`src/rtl/alu_pkg.sv`:
```
// Shared ALU definitions: operation encoding and chunk-placement helper.
package alu_pkg;

  localparam logic OP_ADD = 1'b0;
  localparam logic OP_SUB = 1'b1;

  // Bit position of the least significant bit of chunk k.
  function automatic int chunk_lsb(input int k, input int cw);
    return k * cw;
  endfunction

endpackage

```
`src/rtl/addsub_slice.sv`:
```
// Combinational CW-bit ripple add/subtract slice; also exposes the carry/borrow
// into its top bit so the final stage can derive signed overflow.
module addsub_slice
  import alu_pkg::*;
#(
  parameter int CW = 8
) (
  input  logic [CW-1:0] x,
  input  logic [CW-1:0] y,
  input  logic          c_in,
  input  logic          sub,
  output logic [CW-1:0] r,
  output logic          c_out,
  output logic          c_msb_in
);

  // Bitwise ripple; w_c[i] is the carry (add) or borrow (sub) into bit i.
  always_comb begin
    logic [CW:0] w_c;
    w_c    = '0;
    w_c[0] = c_in;
    r      = '0;
    for (int i = 0; i < CW; i++) begin
      r[i] = x[i] ^ y[i] ^ w_c[i];
      if (sub == OP_SUB) begin
        w_c[i+1] = (~x[i] & y[i]) | (w_c[i] & ~(x[i] ^ y[i]));
      end else begin
        w_c[i+1] = (x[i] & y[i]) | (w_c[i] & (x[i] ^ y[i]));
      end
    end
    c_out    = w_c[CW];
    c_msb_in = w_c[CW-1];
  end

endmodule

```
`src/rtl/pipelined_addsub.sv`:
```
// Pipelined add/subtract: one CW-bit chunk per stage, globally stalled valid/ready.
// Optional ADDSUB_NZ_FLAGS_EN adds registered zero/negative flags.
module pipelined_addsub
  import alu_pkg::*;
#(
  parameter int WIDTH  = 32,
  parameter int STAGES = 4
) (
  input  logic             clk,
  input  logic             rst,
  input  logic             in_valid,
  output logic             in_ready,
  input  logic             in_sub,
  input  logic [WIDTH-1:0] in_x,
  input  logic [WIDTH-1:0] in_y,
  input  logic             in_cin,
  output logic             out_valid,
  input  logic             out_ready,
  output logic [WIDTH-1:0] out_result,
  output logic             out_cf,
`ifdef ADDSUB_NZ_FLAGS_EN
  output logic             out_zf,
  output logic             out_nf,
`endif
  output logic             out_of
);

  localparam int CW = WIDTH / STAGES;

  // Operands shift down one chunk per stage so each slice always reads bits [CW-1:0].
  typedef struct packed {
    logic             valid;
    logic             op;
    logic [WIDTH-1:0] x;
    logic [WIDTH-1:0] y;
    logic [WIDTH-1:0] res;
    logic             carry;
`ifdef ADDSUB_NZ_FLAGS_EN
    logic             zacc;
`endif
  } stage_t;

  if ((STAGES < 1) || (STAGES > WIDTH) || ((WIDTH % STAGES) != 0)) begin : g_bad_cfg
    $error("pipelined_addsub: STAGES must be in 1..WIDTH and divide WIDTH");
  end

  logic             w_advance;
  logic             r_out_valid;
  logic [WIDTH-1:0] r_out_result;
  logic             r_out_cf;
  logic             r_out_of;
`ifdef ADDSUB_NZ_FLAGS_EN
  logic             r_out_zf;
  logic             r_out_nf;
`endif

  assign w_advance  = ~r_out_valid | out_ready;
  assign in_ready   = w_advance;
  assign out_valid  = r_out_valid;
  assign out_result = r_out_result;
  assign out_cf     = r_out_cf;
  assign out_of     = r_out_of;
`ifdef ADDSUB_NZ_FLAGS_EN
  assign out_zf     = r_out_zf;
  assign out_nf     = r_out_nf;
`endif

  for (genvar k = 0; k < STAGES; k++) begin : g_stage
    stage_t           w_in;
    logic [CW-1:0]    w_r;
    logic             w_cout;
    logic             w_cmsb;
    logic [WIDTH-1:0] w_res;

    if (k == 0) begin : g_first
      // Stage 0 takes its beat straight from the input port.
      always_comb begin
        w_in       = '0;
        w_in.valid = in_valid;
        w_in.op    = in_sub;
        w_in.x     = in_x;
        w_in.y     = in_y;
        w_in.res   = '0;
        w_in.carry = in_cin;
`ifdef ADDSUB_NZ_FLAGS_EN
        w_in.zacc  = 1'b1;
`endif
      end
    end else begin : g_chain
      assign w_in = g_stage[k-1].g_mid.r_st;
    end

    addsub_slice #(.CW(CW)) u_slice (
      .x        (w_in.x[CW-1:0]),
      .y        (w_in.y[CW-1:0]),
      .c_in     (w_in.carry),
      .sub      (w_in.op),
      .r        (w_r),
      .c_out    (w_cout),
      .c_msb_in (w_cmsb)
    );

    assign w_res = w_in.res | (WIDTH'(w_r) << chunk_lsb(k, CW));

    if (k < STAGES - 1) begin : g_mid
      stage_t r_st;
      logic   w_unused_msb;
      assign w_unused_msb = w_cmsb;

      // Intermediate stage register; holds everything while stalled.
      always_ff @(posedge clk or posedge rst) begin
        if (rst) begin
          r_st <= '0;
        end else if (w_advance) begin
          r_st.valid <= w_in.valid;
          r_st.op    <= w_in.op;
          r_st.x     <= w_in.x >> CW;
          r_st.y     <= w_in.y >> CW;
          r_st.res   <= w_res;
          r_st.carry <= w_cout;
`ifdef ADDSUB_NZ_FLAGS_EN
          r_st.zacc  <= w_in.zacc & (w_r == '0);
`endif
        end
      end
    end else begin : g_last
      if (STAGES > 1) begin : g_fold
        logic w_unused_hi;
        assign w_unused_hi = ^{w_in.x[WIDTH-1:CW], w_in.y[WIDTH-1:CW]};
      end

      // Output register; flags come from the MSB chunk's carries only.
      always_ff @(posedge clk or posedge rst) begin
        if (rst) begin
          r_out_valid  <= 1'b0;
          r_out_result <= '0;
          r_out_cf     <= 1'b0;
          r_out_of     <= 1'b0;
`ifdef ADDSUB_NZ_FLAGS_EN
          r_out_zf     <= 1'b0;
          r_out_nf     <= 1'b0;
`endif
        end else if (w_advance) begin
          r_out_valid  <= w_in.valid;
          r_out_result <= w_res;
          r_out_cf     <= w_cout;
          r_out_of     <= w_cout ^ w_cmsb;
`ifdef ADDSUB_NZ_FLAGS_EN
          r_out_zf     <= w_in.zacc & (w_r == '0);
          r_out_nf     <= w_res[WIDTH-1];
`endif
        end
      end
    end
  end

endmodule

```
`config.mk`:
```
export PLATFORM = sky130hd
export DESIGN_NAME = pipelined_addsub
export DESIGN_NICKNAME = d
export VERILOG_FILES = /design/src/rtl/alu_pkg.sv /design/src/rtl/addsub_slice.sv /design/src/rtl/pipelined_addsub.sv
export SDC_FILE = /design/constraint.sdc
export NUM_CORES = 1
export LEC_CHECK = 0
export ABC_AREA = 1
export CELL_PAD_IN_SITES_DETAIL_PLACEMENT = 0
export CELL_PAD_IN_SITES_GLOBAL_PLACEMENT = 1
export CORE_ASPECT_RATIO = 2
export CORE_MARGIN = 2
export CORE_UTILIZATION = 47
export DETAILED_ROUTE_END_ITERATION = 10
export HOLD_SLACK_MARGIN = 0.08
export PLACE_DENSITY_LB_ADDON = 0.1
export SYNTH_ARGS = -nofsm -noshare
export SYNTH_HDL_FRONTEND = slang
export SYNTH_SLANG_ARGS = --single-unit
```
`constraint.sdc`:
```
create_clock -name clk -period 19.6 [get_ports clk]
set_input_delay 5.88 -clock clk [delete_from_list [all_inputs] [get_ports clk]]
set_output_delay 5.88 -clock clk [all_outputs]
set_load 0.02 [all_outputs]
```
==> results of run 1 <==
## worst min-delay path, delay by kind of cell, from the launching register on
kind | cells | cell delay, ns
DFF | 1 | 0.34
and+or+nand+nor | 2 | 0.09
## routing by layer
| layer | wire length, um | global-route usage, % |
|---|---|---|
| met1 | 7530 | 25.5 |
| met2 | 8520 | 30.7 |
| met3 | 481 | 3.72 |
| met4 | 237 | 5.38 |
| met5 | 0 | 0 |
## stage by stage
stage | hold WS [ns] | setup slack (ns) | power, mW | instances
after floorplan | 0.440 | 7.28 | 1.07 | 901
after global placement | 0.450 | 5.60 | 1.27 | 1183
after detailed placement | 0.455 | 5.61 | 1.29 | 1183
after CTS | 0.476 | 5.60 | 1.63 | 1215
after global routing | 0.498 | 5.47 | 1.76 | 1215
final | 0.474 | 5.66 | 1.60 | 1215
## Yosys cell counts
| cell | instances |
|---|---|
| nand3_1 | 2 |
| clkbuf_1 | 13 |
| mux2i_1 | 4 |
| nand2_1 | 393 |
| o21ai_1 | 10 |
| and2_1 | 1 |
| ha_1 | 2 |
| inv_1 | 75 |
| inv_2 | 1 |
| clkinv_1 | 1 |
| o22a_1 | 2 |
| fa_1 | 63 |
| nor2_4 | 1 |
| o21ai_0 | 104 |
| buf_2 | 28 |
| mux2_2 | 6 |
| or2_2 | 1 |
| buf_6 | 1 |
| buf_1 | 2 |
| dfrtp_1 | 188 |
| nor2_1 | 3 |
## logic make-up after synthesis
| kind of cell | share of synthesized area, % |
|---|---|
| AND/OR/NAND/NOR | 17.5 |
| AO/OA/AOI/OAI | 6.76 |
| multiplexers | 1.24 |
| flip-flops | 54.1 |
| adder cells (fa/ha/maj) | 14.8 |
| buffers and inverters | 5.71 |
## registers in the layout (all words and copies together) (netlist names)
register            flops
g_stage.g_mid.r_st    153
out_result             32
out_cf                  1
out_of                  1
out_valid               1
## power by group through the flow
stage               logic [mW]  clock network (mW)  registers (mW)
floorplan                0.382                   0           0.692
global placement         0.595                   0           0.678
detailed placement       0.610                   0           0.682
CTS                      0.618               0.339           0.677
global route             0.709               0.355           0.699
finish                   0.599               0.329           0.673
## cells in the final DEF, fill, tap and decap left out, drive strengths merged
cell type        n
dfrtp          188
ha               2
nand2          393
nand3            2
clkinv           5
clkdlybuf4s50  105
inv             86
o22a             2
o21ai          114
mux2             6
buf              5
fa              63
clkbuf          17
or2              1
nor2             4
clkinvlp         1
and2             1
mux2i            4
## cell type report
type	count	area, sq um	area share [%]
Clock inverter	15	126	1.21
Multi-Input combinational cell	592	3500	33.6
Timing Repair Buffer	110	1090	10.5
Sequential cell	188	4700	45.2
Tap cell	216	270	2.59
Inverter	77	299	2.87
Clock buffer	17	425	4.08
## path summary, 6_finish.rpt
check | slack, ns | depth (start not counted) | start | to
max in group asynchronous | 12.14 | 3 | rst | g_stage[2].g_mid.r_st[24]
hold reg to reg | 0.47 | 2 | g_stage[2].g_mid.r_st[4] | out_result[3]
setup reg to reg | 14.45 | 23 | g_stage[0].g_mid.r_st[97] | g_stage[1].g_mid.r_st[16]
setup / recovery | 5.66 | 5 | out_ready | in_ready
min in group asynchronous | 5.99 | 2 | rst | out_result[10]
hold / removal | 0.47 | 2 | g_stage[2].g_mid.r_st[4] | out_result[3]
==> impl_metrics.toml, run 1 <==
[die]
die_w_um = 100
start_util_pct = 47.8
fp-row-count = 70
die_h_um = 196
fp.coreArea_sq_mm = 0.0182
ios = 106
dieArea_sq_mm = 0.0197

[clock_network]
cts-root-buf = "clkbuf_16"
cts_hold_buf = 0
clock-sinks = 188
postCtsSetupRepairBufs = 0
cts_buffers = 17
cts_tree = "built"
path_clk_slew_ns = 0.07
clk_path_buf_depth = 2
insertion_delay_ns = 0.43
h-tree-depth = 4
post_cts_resize_count = 0

[worst_setup_path]
startpoint_type = "input pin"
endpoint_kind = "output port"
slowest_delay_ns = 0.65
crit_required_ns = 13.72
path_cells = "clkdlybuf4s50_1 -> nor2_4 -> buf_4 -> inv_4 -> clkdlybuf4s50_1"
crit_family = "buffers and inverters"
critical_path_class = "in -> out"
path_common_cell = "clkdlybuf4s50_1"
worstPathArrival_ns = 8.06
critPathBufInv = 4
cp_slowest_cell = "clkdlybuf4s50_1"
critPathMaxFanout = 84

[logic_synthesis]
seq_area_frac_synth_pct = 54.1
synth_top_area_share_pct = 54.1
synthTopCellsByArea = "dfrtp_1 (54%), nand2_1 (17%), fa_1 (14%)"
ys_ff_latch = 188
postSynthCellCount = 901
synth_area_leader_cell = "dfrtp_1"
ys_warn_count = 0
syn_avg_cell_area_sq_um = 9.66
syn_area_sq_mm = 0.00870
syn_nets = 1036
yosysUniqueCellTypes = 21

[route]
routedWlPerCell_um = 13.8
vias = 5818
drtPass1Iterations = 4
first_iter_violations = 260
viasPerCell = 4.79
antenna_left = 0
drcViolationCount = 0
wl_um = 16800

[sta]
slew_headroom_pct = 29.8
finalMaxSlewViolations = 0
setup_tns_ns = 0
finClkSkew_ns = 0.00956
fin_crit_sh_pct = 71.1
rsz0062_at_grt = "no"
worstMarginPinSlew_ns = 1.05
max_freq_ghz = 0.0717
period_minus_slack_ns = 13.94
setup-violations-final = 0
hold_viol_final = 0

[min_path]
hold_path.class = "reg -> reg"

[run_status]
status = "complete, no violations"

[grt]
grt_pass1_wl_um = 29400
grt_max_degree = 120
overflow = 0
antenna_found_initial = 0
grt.total_usage_pct = 18.8
grt_pass1_vias = 6066

[power_and_ir_drop]
leakagePower_nw = 5.07
p_int_uw = 966
p_seq_share_pct = 42.0
worst_ir_drop_vdd_mv = 0.0726
power.density_mw_per_mm2 = 154
sw_frac_of_total_pct = 39.6
power_frac_comb_pct = 37.4
pwr-share-clk_pct = 20.5
p_switching_uw = 634

[flow_run]
cap_violations = 0

[cells_and_area]
syn_to_final_growth_pct = 19.7
drive_gt1_share_pct = 4.70
utilization_pct = 57.2
fin_nets = 1121
fill_cells = 1658
diodes = 0
design_area_sq_mm = 0.0104

[placed_design]
dpl-instance-area_sq_mm = 0.00986
port_buffers = 105
post-dp-hpwl_um = 10700
gp_congestion = 0.734
No activity file was read; power rests on OpenSTA's default activity.
==> run 2: changes to the inputs <==
--- a/config.mk
+++ b/config.mk
@@ -10,7 +10,7 @@
 export CELL_PAD_IN_SITES_GLOBAL_PLACEMENT = 1
 export CORE_ASPECT_RATIO = 2
 export CORE_MARGIN = 2
-export CORE_UTILIZATION = 47
+export CORE_UTILIZATION = 39
 export DETAILED_ROUTE_END_ITERATION = 10
 export HOLD_SLACK_MARGIN = 0.08
 export PLACE_DENSITY_LB_ADDON = 0.1
==> constraint.sdc (replaced) <==
create_clock -name clk -period 12.2 [get_ports clk]
set_input_delay 3.66 -clock clk [delete_from_list [all_inputs] [get_ports clk]]
set_output_delay 3.66 -clock clk [all_outputs]
set_load 0.02 [all_outputs]
==> run 2 against run 1 <==
Net effect:
- non-clock buffer count fell by 1
- combinational power increased by 61%
- clock skew fell by 0.0021 ns
- global-route usage decreased by 2.4 points
- die area increased by 20%
- clock-buffer cell count up 5
- register-to-register slack lost 7.4 ns
- core utilization is 9.1 points lower
- setup slack lost 3.2 ns
- routed wire length up 4.4%
- critical endpoint unchanged
- largest cell class unchanged
==> impl_metrics.toml, run 2 (same netlist as run 1, synthesis figures left out) <==
[route]
drtPass1Iterations = 4
routedWlPerCell_um = 13.7
first_iter_violations = 232
wl_um = 17500
antenna_left = 0
viasPerCell = 4.52
drcViolationCount = 0
vias = 5762

[clock_network]
postCtsSetupRepairBufs = 0
insertion_delay_ns = 0.44
path_clk_slew_ns = 0.06
cts_tree = "built"
h-tree-depth = 4
cts_hold_buf = 0
cts-root-buf = "clkbuf_16"
clock-sinks = 188
cts_buffers = 17
clk_path_buf_depth = 2
post_cts_resize_count = 0

[placed_design]
port_buffers = 105
gp_congestion = 0.692
dpl-instance-area_sq_mm = 0.00993
post-dp-hpwl_um = 11200
dp_slack_ns = 2.53

[die]
ios = 106
fp-row-count = 77
dieArea_sq_mm = 0.0236
start_util_pct = 39.6
die_h_um = 215
fp.coreArea_sq_mm = 0.0220
die_w_um = 110

[worst_setup_path]
endpoint_kind = "output port"
crit_start = "out_ready"
r2r_end = "g_stage[1].g_mid.r_st[16]"
crit_required_ns = 8.54
worstPathArrival_ns = 6.05
critPathMaxFanout = 81
startpoint_type = "input pin"
r2r_cells = 23
timing.rr.start = "g_stage[0].g_mid.r_st[97]"
critical_path_class = "in -> out"
r2r_slack_ns = 7.01

[sta]
setup_tns_ns = 0
hold_ws_ns = 0.467
setup_ws_ns = 2.49
period_minus_slack_ns = 9.71
fin_crit_sh_pct = 79.6
finClkSkew_ns = 0.00750
slew_headroom_pct = 26.4
setup-violations-final = 0
finalMaxSlewViolations = 0
rsz0062_at_grt = "no"
max_freq_ghz = 0.103
worstMarginPinSlew_ns = 1.10
hold_viol_final = 0

[min_path]
hold_start = "g_stage[2].g_mid.r_st[4]"
hold_end = "out_result[3]"
hold_path.class = "reg -> reg"
min_path_cells = 2

[run_status]
status = "complete, no violations"

[grt]
grt_pass1_vias = 5931
grt_pass1_wl_um = 29800
grt_max_degree = 119
antenna_found_initial = 0
overflow = 0
grt.total_usage_pct = 16.3

[power_and_ir_drop]
power.density_mw_per_mm2 = 250
leakagePower_nw = 5.09
worst_ir_drop_vdd_mv = 0.138

[cells_and_area]
regMostFlops = "g_stage.g_mid.r_st"
design_area_sq_mm = 0.0106
final_common_cell = "nand2_1"
multi_input_area_sq_mm = 0.00350
diodes = 0
utilization_pct = 48.1
final_cell_mix = "nand2_1 (393), dfrtp_1 (188), clkdlybuf4s50_1 (105)"
fin_nets = 1120
drive_gt1_share_pct = 4.61
largest_reg_flops = 153
syn_to_final_growth_pct = 21.4
fill_cells = 2168
register_area_sq_mm = 0.00470

[flow_run]
cap_violations = 0
run 2: changes by cell type in the layout (fill, tap and decap cells not counted), sizes merged:
cell	change
buf	-1
clkbuf	+5
clkinvlp	+2
inv	-10
bufinv	+3
run 2: cell type report:
cell class	count	area share, %
inverters	77	2.83
clock inverters	10	1.29
well taps	276	3.27
clock buffers	22	4.68
multi-input cells	592	33.2
repair buffers	109	10.2
flip-flops and latches	188	44.5
run 2: stage by stage:
step,power (mW),instances
2_1_floorplan,1.73,901
3_3_place_gp,2.07,1242
3_5_place_dp,2.09,1242
4_1_cts,2.70,1274
5_1_grt,2.90,1274
6_report,2.64,1274
run 2: worst max path at each step:
| stage | to | slack, ns | cells past startpoint |
|---|---|---|---|
| after CTS | in_ready | 2.51 | 5 |
| after global placement | in_ready | 2.50 | 5 |
| final | in_ready | 2.49 | 5 |
| after global routing | in_ready | 2.35 | 5 |
| after detailed placement | in_ready | 2.53 | 5 |
| after floorplan | g_stage[0].g_mid.r_st[0] | 3.43 | 1 |
run 2: worst max-delay path: stages:
cell and delay (ns):
clkdlybuf4s50_1 0.44, nor2_4 0.11, buf_4 0.57, inv_4 0.43, clkdlybuf4s50_1 0.67
run 2: power by group:
part | internal (mW) | total, mW | switching, mW | leakage [nW]
Combinational | 0.391 | 0.966 | 0.575 | 2.51
Clock | 0.349 | 0.588 | 0.239 | 0.304
Sequential | 0.897 | 1.08 | 0.187 | 2.28
run 2: routing by layer:
layer / global-route usage (%) / share of wire (%) / vias to the layer above
met2: 26.3 / 50 / 90
met1: 21.5 / 45 / 2774
met3: 4.03 / 3.2 / 15
li1: - / - / 2883
met4: 5.06 / 1.4 / 0
met5: 0 / 0 / -
==> run 3: changes to the inputs <==
--- a/config.mk
+++ b/config.mk
@@ -10,7 +10,7 @@
 export CELL_PAD_IN_SITES_GLOBAL_PLACEMENT = 1
 export CORE_ASPECT_RATIO = 2
 export CORE_MARGIN = 2
-export CORE_UTILIZATION = 39
+export CORE_UTILIZATION = 43
 export DETAILED_ROUTE_END_ITERATION = 10
 export HOLD_SLACK_MARGIN = 0.08
 export PLACE_DENSITY_LB_ADDON = 0.1
==> constraint.sdc (replaced) <==
create_clock -name clk -period 8.96 [get_ports clk]
set_input_delay 2.688 -clock clk [delete_from_list [all_inputs] [get_ports clk]]
set_output_delay 2.688 -clock clk [all_outputs]
set_load 0.02 [all_outputs]
==> run 3 against run 2 <==
Net effect:
- first-iteration DRC count is 6.9% lower
- power is 33% higher
- via count is 0.87% higher
- critical path depth is 14 higher
- routed wire length is 2.8% lower
- sequential power is 36% higher
- highest routed layer unchanged
- design area is 0.40% lower
- combinational power is 34% higher
- clock-buffer cell count is 2 higher
- cell count is 1.0% lower
==> impl_metrics.toml, run 3 (same netlist as run 1, synthesis figures left out) <==
[run_status]
status = "complete, no violations"

[clock_network]
insertion_delay_ns = 0.43
cts_buffers = 17
clock-sinks = 188
postCtsSetupRepairBufs = 0
h-tree-depth = 4
cts_tree = "built"
cts_hold_buf = 0
path_clk_slew_ns = 0.07
clk_path_buf_depth = 2
post_cts_resize_count = 0
cts-root-buf = "clkbuf_16"

[die]
die_w_um = 105
fp-row-count = 73
start_util_pct = 43.7
die_h_um = 205
ios = 106
dieArea_sq_mm = 0.0215
fp.coreArea_sq_mm = 0.0199

[power_and_ir_drop]
p_switching_mw = 1.34
power_frac_comb_pct = 36.9
leakagePower_nw = 5.07
sw_frac_of_total_pct = 38.2
power.density_mw_per_mm2 = 333
worst_ir_drop_vdd_mv = 0.267
p_int_mw = 2.17
fin_total_pwr_mw = 3.51
pwr-share-clk_pct = 21.1
p_seq_share_pct = 42.0

[min_path]
hold_end = "out_result[4]"
hold_start = "g_stage[2].g_mid.r_st[5]"
hold_path.class = "reg -> reg"
min_path_cells = 2

[worst_setup_path]
crit_family = "adder cells"
path_common_cell = "fa_1"
r2r_slack_ns = 3.92
crit_required_ns = 9.29
path_cells = "clkdlybuf4s50_1 -> inv_1 -> fa_1 -> mux2_2 -> fa_1 -> mux2_2 -> fa_1 -> mux2_2 -> fa_1 -> mux2_2 -> fa_1 -> mux2_2 -> fa_1 -> mux2i_1 -> fa_1 -> mux2_2 -> fa_1 -> nand2_1 -> nand2_1"
worstPathArrival_ns = 8.17
cp_slowest_cell = "clkdlybuf4s50_1"
critPathBufInv = 2
startpoint_type = "input pin"
r2r_end = "g_stage[1].g_mid.r_st[16]"
slowest_delay_ns = 0.51
endpoint_kind = "register"
critical_path_class = "in -> reg"
crit_start = "in_x[0]"
timing.rr.start = "g_stage[0].g_mid.r_st[97]"
critPathMaxFanout = 2
r2r_cells = 23

[sta]
setup_tns_ns = 0
fin_crit_sh_pct = 87.5
worstMarginPinSlew_ns = 0.781
slew_headroom_pct = 47.9
hold_ws_ns = 0.464
finClkSkew_ns = 0.00680
finalMaxSlewViolations = 0
setup-violations-final = 0
period_minus_slack_ns = 7.84
hold_viol_final = 0
max_freq_ghz = 0.127
rsz0062_at_grt = "no"

[cells_and_area]
syn_to_final_growth_pct = 20.9
final_common_cell = "nand2_1"
regMostFlops = "g_stage.g_mid.r_st"
drive_gt1_share_pct = 4.50
final_cell_mix = "nand2_1 (393), dfrtp_1 (188), clkdlybuf4s50_1 (105)"
diodes = 0
fin_nets = 1121
fin_cells = 1261
design_area_sq_mm = 0.0105
largest_reg_flops = 153

[placed_design]
gp_congestion = 0.709
dpl-instance-area_sq_mm = 0.00993
post-dp-hpwl_um = 10900
port_buffers = 105
dp.cells = 1229

[route]
antenna_left = 0
drtPass1Iterations = 4
drcViolationCount = 0
viasPerCell = 4.61
vias = 5812
wl_um = 17000
routedWlPerCell_um = 13.5
first_iter_violations = 216

[grt]
grt_pass1_wl_um = 29700
grt_max_degree = 198
grt.total_usage_pct = 17.5
grt_pass1_vias = 6008
antenna_found_initial = 0
overflow = 0

[flow_run]
cap_violations = 0
==> run 3: cell count changes in the layout (fill, tap and decap cells not counted) <==
cell,previous run,this run
buf_12,0,1
bufinv_16,3,1
clkbuf_1,0,2
clkinv_2,3,1
clkinv_4,1,3
==> run 3: power groups by stage <==
stage | Sequential [mW] | Clock [mW] | Combinational, mW
after floorplan | 1.51 | 0 | 0.836
after global placement | 1.49 | 0 | 1.30
after detailed placement | 1.49 | 0 | 1.33
after CTS | 1.48 | 0.766 | 1.34
after global routing | 1.53 | 0.799 | 1.54
final | 1.47 | 0.739 | 1.29
==> run 3: layout make-up <==
class	instances	area [sq um]
Timing Repair Buffer	110	1100
Clock buffer	24	502
Inverter	77	299
Sequential cell	188	4700
Tap cell	262	328
Clock inverter	8	83.8
Fill cell	1960	9390
Multi-Input combinational cell	592	3500
==> run 3: worst max path at each step <==
| stage | to | slack [ns] | depth (start not counted) |
|---|---|---|---|
| final | g_stage[0].g_mid.r_st[8] | 1.12 | 19 |
| after global routing | g_stage[0].g_mid.r_st[8] | 0.84 | 19 |
| after CTS | g_stage[0].g_mid.r_st[8] | 1.08 | 19 |
| after detailed placement | g_stage[0].g_mid.r_st[8] | 0.60 | 19 |
| after global placement | g_stage[0].g_mid.r_st[8] | 0.75 | 19 |
| after floorplan | g_stage[0].g_mid.r_st[0] | 1.16 | 1 |
==> run 3: stage by stage <==
step	utilization (%)	setup WS, ns
global placement	49.9	0.753
CTS	52.8	1.08
detailed placement	49.9	0.605
global route	52.8	0.841
finish	52.8	1.12
floorplan	-	1.16
==> run 3: worst register-to-register path, cell delays in order, from the launching register on <==
cell and delay (ns):
dfrtp_1 0.56, clkinv_1 0.39, nand2_1 0.14, nand2_1 0.10
fa_1 0.37, nand2_1 0.07, nand2_1 0.10, fa_1 0.37
nand2_1 0.08, nand2_1 0.10, fa_1 0.37, nand2_1 0.07
nand2_1 0.10, fa_1 0.37, nand2_1 0.07, nand2_1 0.09
fa_1 0.36, mux2i_1 0.25, fa_1 0.22, nand2_1 0.05
nand2_1 0.12, fa_1 0.42, nand2_1 0.08, nand2_1 0.05
==> run 3: routing by layer <==
layer / routed length [um] / vias to the layer above / GRT usage, %
met1: 7500 / 2812 / 23.1
met3: 614 / 16 / 3.90
li1: - / 2877 / -
met5: 0 / - / 0
met4: 263 / 0 / 6.29
met2: 8630 / 107 / 28.5
